### src/rtl/kevin_pkg.sv
// Shared constants and types for the Kevin-number stream detector.
// KEVIN_PARITY_EN selects 5-bit frames (4 data bits + even parity).
package kevin_pkg;

  // Bit i is set iff i is a Kevin number {1,5,6,7,9,10,12,14}.
  localparam logic [15:0] KEVIN_MASK = 16'h56E2;

`ifdef KEVIN_PARITY_EN
  localparam int FRAME_LEN = 5;
  typedef enum logic [2:0] {S_B0, S_B1, S_B2, S_B3, S_P} state_t;
`else
  localparam int FRAME_LEN = 4;
  typedef enum logic [1:0] {S_B0, S_B1, S_B2, S_B3} state_t;
`endif

  function automatic logic is_kevin(input logic [3:0] n);
    return KEVIN_MASK[n];
  endfunction

endpackage

### src/rtl/kevin_deser.sv
// Serial-to-nibble deserializer: bit-position FSM, shift register, parity check.
// With KEVIN_PARITY_EN a fifth (even-parity) bit is consumed per frame.
module kevin_deser
  import kevin_pkg::*;
(
  input  logic       clk,
  input  logic       rst_n,
  input  logic       bit_in,
  input  logic       bit_valid,
  input  logic       clear,
  output logic       frame_done,
  output logic [3:0] frame_data,
  output logic       parity_err
);

  // Holds every frame bit except the one arriving on the completing cycle.
  localparam int SR_W = FRAME_LEN - 1;

  state_t          state, state_nxt;
  logic [SR_W-1:0] sr;

  always_ff @(posedge clk or negedge rst_n) begin
    if (!rst_n) state <= S_B0;
    else        state <= state_nxt;
  end

  always_ff @(posedge clk) begin
    if (bit_valid && !clear) sr <= {sr[SR_W-2:0], bit_in};
  end

`ifdef KEVIN_PARITY_EN
  assign frame_data = sr;
`else
  assign frame_data = {sr, bit_in};
`endif

  always_comb begin
    state_nxt  = state;
    frame_done = 1'b0;
    parity_err = 1'b0;
    if (clear) begin
      state_nxt = S_B0;
    end else if (bit_valid) begin
      case (state)
        S_B0: state_nxt = S_B1;
        S_B1: state_nxt = S_B2;
        S_B2: state_nxt = S_B3;
`ifdef KEVIN_PARITY_EN
        S_B3: state_nxt = S_P;
        S_P: begin
          state_nxt = S_B0;
          if (^{sr, bit_in}) parity_err = 1'b1;
          else               frame_done = 1'b1;
        end
`else
        S_B3: begin
          state_nxt  = S_B0;
          frame_done = 1'b1;
        end
`endif
        default: state_nxt = S_B0;
      endcase
    end
  end

endmodule

### src/rtl/kevin_stream_detector.sv
// Kevin-number stream detector top: hit decode, saturating counters, streak tracking.
// KEVIN_PARITY_EN (see kevin_pkg) enables per-frame even parity and parity_err.
module kevin_stream_detector
  import kevin_pkg::*;
#(
  parameter int CNT_W = 8
) (
  input  logic             clk,
  input  logic             rst_n,
  input  logic             bit_in,
  input  logic             bit_valid,
  input  logic             clear,
  output logic [3:0]       nibble,
  output logic             nibble_valid,
  output logic             hit,
  output logic [CNT_W-1:0] hit_count,
  output logic [CNT_W-1:0] streak_max,
  output logic             parity_err
);

  logic             vld_p0;
  logic [3:0]       nibble_p0;
  logic             perr_p0;
  logic             hit_p0;
  logic [CNT_W-1:0] streak;
  logic [CNT_W-1:0] streak_inc;

  function automatic logic [CNT_W-1:0] sat_inc(input logic [CNT_W-1:0] v);
    return (&v) ? v : v + CNT_W'(1);
  endfunction

  kevin_deser u_deser (
    .clk       (clk),
    .rst_n     (rst_n),
    .bit_in    (bit_in),
    .bit_valid (bit_valid),
    .clear     (clear),
    .frame_done(vld_p0),
    .frame_data(nibble_p0),
    .parity_err(perr_p0)
  );

  assign hit_p0     = is_kevin(nibble_p0);
  assign streak_inc = sat_inc(streak);

  // Stage p0 -> outputs: completion strobe and assembled nibble registered here.
  always_ff @(posedge clk or negedge rst_n) begin
    if (!rst_n) begin
      nibble       <= '0;
      nibble_valid <= 1'b0;
      hit          <= 1'b0;
      hit_count    <= '0;
      streak       <= '0;
      streak_max   <= '0;
      parity_err   <= 1'b0;
    end else begin
      nibble_valid <= 1'b0;
      parity_err   <= perr_p0;
      if (clear) begin
        hit_count  <= '0;
        streak     <= '0;
        streak_max <= '0;
      end else if (vld_p0) begin
        nibble       <= nibble_p0;
        hit          <= hit_p0;
        nibble_valid <= 1'b1;
        if (hit_p0) begin
          hit_count <= sat_inc(hit_count);
          streak    <= streak_inc;
          if (streak_inc > streak_max) streak_max <= streak_inc;
        end else begin
          streak <= '0;
        end
      end
    end
  end

endmodule

### config.mk
export PLATFORM = sky130hd
export DESIGN_NAME = kevin_stream_detector
export DESIGN_NICKNAME = d
export VERILOG_FILES = /design/src/rtl/kevin_pkg.sv /design/src/rtl/kevin_deser.sv /design/src/rtl/kevin_stream_detector.sv
export SDC_FILE = /design/constraint.sdc
export NUM_CORES = 1
export LEC_CHECK = 0
export ABC_AREA = 1
export BUFFER_PORTS_ARGS = -buffer_cell sky130_fd_sc_hd__buf_2
export CORE_MARGIN = 2
export CORE_UTILIZATION = 40
export CTS_CLUSTER_SIZE = 12
export DETAILED_ROUTE_END_ITERATION = 7
export PLACE_DENSITY = 0.68
export SYNTH_ARGS = -nofsm -noshare
export SYNTH_HDL_FRONTEND = slang
export SYNTH_SLANG_ARGS = --single-unit
### constraint.sdc
create_clock -name clk -period 2.74 [get_ports clk]
set_input_delay 0.411 -clock clk [delete_from_list [all_inputs] [get_ports clk]]
set_output_delay 0.411 -clock clk [all_outputs]
set_load 0.05 [all_outputs]
Yosys cells after proc, flatten, opt, wreduce, memory -nomap -nowiden:

Memories as Yosys holds them, arrays and structs flattened.
Index checks and enable logic that the tools add are counted.

* logic and storage cells: 51
* memories: 1
* bits of input ports: 5
* output and inout bits: 23
* flip-flop bits (word level): 35
* memory bits (read-only): 16

* equal/unequal tests: 4
* add/subtract/negate cells: 2
* magnitude comparators: 2
* reductions and logical operators: 12
* bitwise operators: 1
* mux-type cells: 21

Memory list
* (no name shown): depth 16, width 1, rd ports 1, clocked after memory_dff 0, wr ports 0, line kevin_pkg.sv:17 `return KEVIN_MASK[n];`

Operators by type and width (number)
* $mux W8: 12
* $add A8 B1 Y8 const B: 2
* $reduce_and A8 Y1: 2
* $gt A8 B8 Y1: 1
* $pmux W2 S4: 1
* $reduce_bool A2 Y1: 4
* $mux W1: 6
* $reduce_and A3 Y1: 2
* $lt A4 B5 Y1 const B: 1
* $eq A2 B2 Y1 const B: 2
* $mux W2: 2
* $eq A2 B1 Y1 const B: 1
* $logic_not A2 Y1: 1
* $ne A2 B2 Y1 const B: 1
* $reduce_and A2 Y1: 1
* $logic_and A1 B1 Y1: 1
* $logic_not A1 Y1: 1
* $not A1 Y1: 1

Longest topological paths before layout:

* depth after elaboration: 7
* mapped depth: 20
* gate-level depth less buffers: 19

By module:

From an unflattened synthesis, not the netlist that was laid out.

* cell total of the unflattened synthesis: 272
* area, all modules: 2155.8 um2

By module, submodules not included
* kevin_stream_detector: area each 1896.8 um2, times used 1, cells each 245, sequential area each 775.7 um2
* kevin_deser: area each 259.0 um2, times used 1, cells each 27, sequential area each 140.1 um2

Worst setup path after synthesis:

Ideal clock, no wire load.

* kind: register -> register
* start point: reg streak[1]
* end point: reg streak_max[0]
* arrival time: 2176 ps
* stages on the path, launching flop included: 19
* library setup time: 119 ps
* period minus slack after synthesis: 2295 ps
* required time: 2621 ps
* setup slack: 445 ps
* path buffers: 1
* cell sequence: dfrtp_1 ha_1 nand3_2 inv_2 nand2_1 buf_6 nand2_1 nor2_1 inv_1 ha_1 nand2_1 nor2_1 nand2_1 nand2_1 nand2_1 nand2_2 nand2_1 nand2_1 nand2_1

* word-level cells in the longest chain between the ends: 6
* elaborated cells between the ends (all ways): 10
* those cells by class: add/sub: 1; order compare: 1; mux: 5; reduce/logical: 3

Ends and longest elaborated chain
* start: declaration: line kevin_stream_detector.sv:25 `logic [CNT_W-1:0] streak;`
* start signal: assignment: line kevin_stream_detector.sv:69 `streak <= streak_inc;`
* parallel branches: the longest is 1 deep, another holds $add A8 B1 Y8
* $mux W8 (*): line kevin_stream_detector.sv:29 `return (&v) ? v : v + CNT_W'(1);`
* parallel branches: the longest is 4 deep, another holds $gt A8 B8 Y1
* end signal: assignment: line kevin_stream_detector.sv:70 `if (streak_inc > streak_max) streak_max <= streak_inc;`
* end: declaration: line kevin_stream_detector.sv:17 `output logic [CNT_W-1:0] streak_max,`

Mark *: on every way between the ends. The select of a mux whose other input is x is not followed.
A chain may end at the register's enable or synchronous reset.

Worst setup path in the final report:

* start point: reg streak[1]
* end point: reg streak_max[3]

* word-level cells in the longest chain between the ends: 6
* elaborated cells between the ends (all ways): 10
* those cells by class: add/sub: 1; order compare: 1; mux: 5; reduce/logical: 3

Ends and longest elaborated chain (line)
* $add A8 B1 Y8 or $reduce_and A8 Y1 (tied branches): kevin_stream_detector.sv:29
* $mux W8 (*): kevin_stream_detector.sv:29
* parallel branches: the longest is 4 deep, another holds $gt A8 B8 Y1

Marked as above.

==> results.md <==
| Quantity | Reported | Unit |
|:---|:---|:---|
| TritonCTS Buffers | 5 | - |
| Critical path required time | 2.91 | ns |
| Share of the synthesized area in the top cell type | 39.0 | % |
| Total Die Area | 5720 | um2 |
| FFs w/ async S/R, synth | 91.4 | % |
| Dominant cells by area after synthesis | sky130_fd_sc_hd__dfrtp_1 (39%), sky130_fd_sc_hd__nand2_1 (14%), sky130_fd_sc_hd__inv_1 (6.8%) | - |
| CTS Buffer Depth | 2 | - |
| Register-to-Register Path Depth | 17 | - |
| Commonest cells post-synth | sky130_fd_sc_hd__nand2_1 (79), sky130_fd_sc_hd__inv_1 (37), sky130_fd_sc_hd__dfrtp_1 (32) | - |
| Post-CTS setup buffers | 0 | - |
| Launching element type of the critical path | register | - |
| Post-route ant nets | 0 | - |
| Footprint of the flip-flops and latches | 891 | um2 |
| Result of the run | finished, final reports clean | - |
| Final count of hold timing violations | 0 | - |
| Num ports | 28 | - |
| Final instance count without filler cells | 362 | - |
| Final critical-path share of the clock period | 89.3 | % |
| Cell Rows | 26 | - |
| Seq/Total Area, Yosys | 43.4 | % |
| RR Startpoint | streak[1]$_DFFE_PN0P_ | - |
| Overall via count from detail_route | 1,637 | - |
| Proportion of layout cells with a drive suffix above 1 | 17.1 | % |
| Total number of yosys warnings | 0 | - |
| Number of placed instances, taps included | 354 | - |
| Worst setup EP type | register | - |
| Initial core utilization | 40.7 | % |
| Die width | 75.6 | um |
| Area taken by multi-input logic gates | 962 | um2 |
| Post-layout power | 0.00137 | W |
| Endpoint of the most critical register-to-register path | streak_max[3]$_DFFE_PN0P_ | - |
| Top-count cell post-synth | sky130_fd_sc_hd__nand2_1 | - |
| Most common cell type on the critical path | sky130_fd_sc_hd__nand2_1 | - |
| Synthesized instance count | 264 | - |
| Library cell with the largest summed area after synthesis | sky130_fd_sc_hd__dfrtp_1 | - |
| Number of design-rule violations left by the first detailed-router iteration | 56 | - |
| CTS hold repair buffers | 0 | - |
| Kind of critical path | register to register | - |
| Pin slew with the least headroom to its limit | 0.716 | ns |
| Detailed-route DRC error count | 0 | - |
| Fillers | 516 | - |
| Crit path time final | 2.45 | ns |
| Setup TNS | 0 | ns |
| Post-Synthesis Cell Area | 2050 | um2 |
| Hold/Removal Path Class | primary input to async pin | - |
| Unrepaired setup endpoints after global routing | no | - |
| Ant. Diodes | 0 | - |
| Post-synth EDFFs | 3 | - |
| Worst IR drop on VDD | 0.000354 | V |
| Core Footprint | 5040 | um2 |
| Worst Hold Margin | 0.170 | ns |
| Crit path DAT | 2.62 | ns |
| Leak | 1.27 | nW |
| Count of H-tree levels built during CTS | 2 | - |
| Area growth from synthesis to final layout | 13.8 | % |
| Clock root cell | sky130_fd_sc_hd__clkbuf_8 | - |
| Port-buffer cells | 26 | - |
| Post-detail-place hpwl | 2.93 | mm |
| Pin count of the biggest net entering global routing | 33 | - |
| Worst relative slew slack | 52.3 | % |
| Clock tree from TritonCTS | yes | - |
| Vias per inst | 4.52 | - |
| Post-synthesis net count | 280 | - |
| Initial antenna violation count | 0 | - |
| Clock latency on the worst-skew pair | 0.29 | ns |
| Die height | 75.6 | um |
| Highest Clock Rate | 409 | MHz |
| Crit path cell chain | ha_1 -> nand3_2 -> inv_2 -> nand2_2 -> nand2_1 -> nor2_1 -> inv_1 -> ha_1 -> nand2_1 -> nor2_1 -> nand2_1 -> nand2_1 -> nand2_1 -> nand2_2 -> nand2_2 -> nand2_1 -> nand2_1 | - |
| Max-slew violation count | 0 | - |
| Critical path's top delay family | simple AND/OR/NAND/NOR gates | - |
| Tot GR Track Use | 15.0 | % |
| Count of maximum capacitance violations | 0 | - |
| Resize count post-CTS | 0 | - |
| Routed wire length per instance | 10.6 | um |
| Remaining global-route overflow | 0 | - |
| Final weighted congestion of routability-driven global placement | 0.779 | - |
| Cell with the largest stage delay on the worst path | sky130_fd_sc_hd__dfrtp_1 | - |
| Final Skew | 0.0110 | ns |
| Final Net Count | 307 | - |
| Final setup violation count | 0 | - |
| Wire length of the first global-routing pass | 6.50 | mm |
| Distinct cell type count of the synthesized netlist | 31 | - |
| Avg Synthesized Cell Area | 7.78 | um2 |
| Slowest Stage Delay on Critical Path | 0.42 | ns |
| Buffer and inverter count on the worst path | 2 | - |
| Initial DRT Pass Iterations | 4 | - |
| Flip-flop and latch count after synthesis | 35 | - |
| Pwr/cell area | 588 | nW/um2 |
| Worst reg2reg setup slack | 0.29 | ns |
| Via count of the first global-routing pass | 1,463 | - |
| Final core area utilization | 46.3 | % |
| Routed wire length | 3.84 | mm |
| Sinks on Clock Net | 35 | - |
| Top fanout value on the critical path | 11 | - |
| Clock-pin slew on the worst setup and hold paths | 0.08 | ns |
| Synth Flop Type | sky130_fd_sc_hd__dfrtp_1 | - |
layout by cell type (no fill, tap or decap), types with 6 or more instances in the layout:
cell type,instances
sky130_fd_sc_hd__nand3_1,22
sky130_fd_sc_hd__xor2_1,6
sky130_fd_sc_hd__a21oi_1,6
sky130_fd_sc_hd__inv_1,37
sky130_fd_sc_hd__o21ai_0,10
sky130_fd_sc_hd__dfrtp_1,32
sky130_fd_sc_hd__buf_2,26
sky130_fd_sc_hd__ha_1,11
sky130_fd_sc_hd__nand2_1,77
sky130_fd_sc_hd__nor2_1,22
cell type report:
class / instances / area share, %
Multi-Input combinational cell: 183 / 41.2
Sequential cell: 35 / 38.1
Inverter: 39 / 6.27
Timing Repair Buffer: 27 / 5.89
Tap cell: 70 / 3.75
Clock buffer: 5 / 2.95
Clock inverter: 3 / 1.82
layer usage:
metal / global-route usage (%) / share of wire, %
met1: 20.7 / 52
met2: 23.0 / 42
met3: 4.23 / 3.8
met4: 4.68 / 1.4
met5: 0 / 0
worst max-delay path by stage:
| stage | cells after the start | endpoint | start | slack (ns) |
|---|---|---|---|---|
| 2_1_floorplan | 18 | streak_max[0]$_DFFE_PN0P_ | streak[1]$_DFFE_PN0P_ | 0.45 |
| 3_3_place_gp | 17 | streak_max[2]$_DFFE_PN0P_ | streak[1]$_DFFE_PN0P_ | 0.16 |
| 3_5_place_dp | 17 | streak_max[4]$_DFFE_PN0P_ | streak[1]$_DFFE_PN0P_ | 0.1 |
| 4_1_cts | 17 | streak_max[2]$_DFFE_PN0P_ | streak[1]$_DFFE_PN0P_ | 0.08 |
| 5_1_grt | 17 | streak_max[0]$_DFFE_PN0P_ | streak[1]$_DFFE_PN0P_ | 0.05 |
| 6_report | 17 | streak_max[3]$_DFFE_PN0P_ | streak[1]$_DFFE_PN0P_ | 0.29 |
logic make-up (layout without fill, tap and decap cells):
family	after synthesis	count (layout)	synth area share (%)
simple gates	136	136	28.5
buf+inv	46	74	9.99
flops	35	35	43.4
compound gates	27	27	7.37
fa+ha+maj	11	11	6.70
xor+xnor	7	7	3.35
other cells	1	1	0.183
mux	1	1	0.548
sequential cells by signal, indices dropped and copies added, names as in the netlist:
signal         count
u_deser.sr         3
nibble_valid       1
u_deser.state      2
streak             8
hit_count          8
nibble             4
streak_max         8
hit                1
metrics by stage:
step                      setup slack, ns  instance area, um2
after floorplan                     0.445                2050
after global placement              0.156                2220
after detailed placement           0.0960                2220
after CTS                          0.0822                2330
after global routing               0.0464                2340
final                               0.293                2340
power by group:
group / switching [W] / total, W / internal (W)
sequential: 0.0000296 / 0.000590 / 0.000560
clock: 0.000203 / 0.000474 / 0.000271
combinational: 0.000230 / 0.000309 / 0.0000786
total: 0.000463 / 0.00137 / 0.000910
No activity file was read; power rests on OpenSTA's default activity.
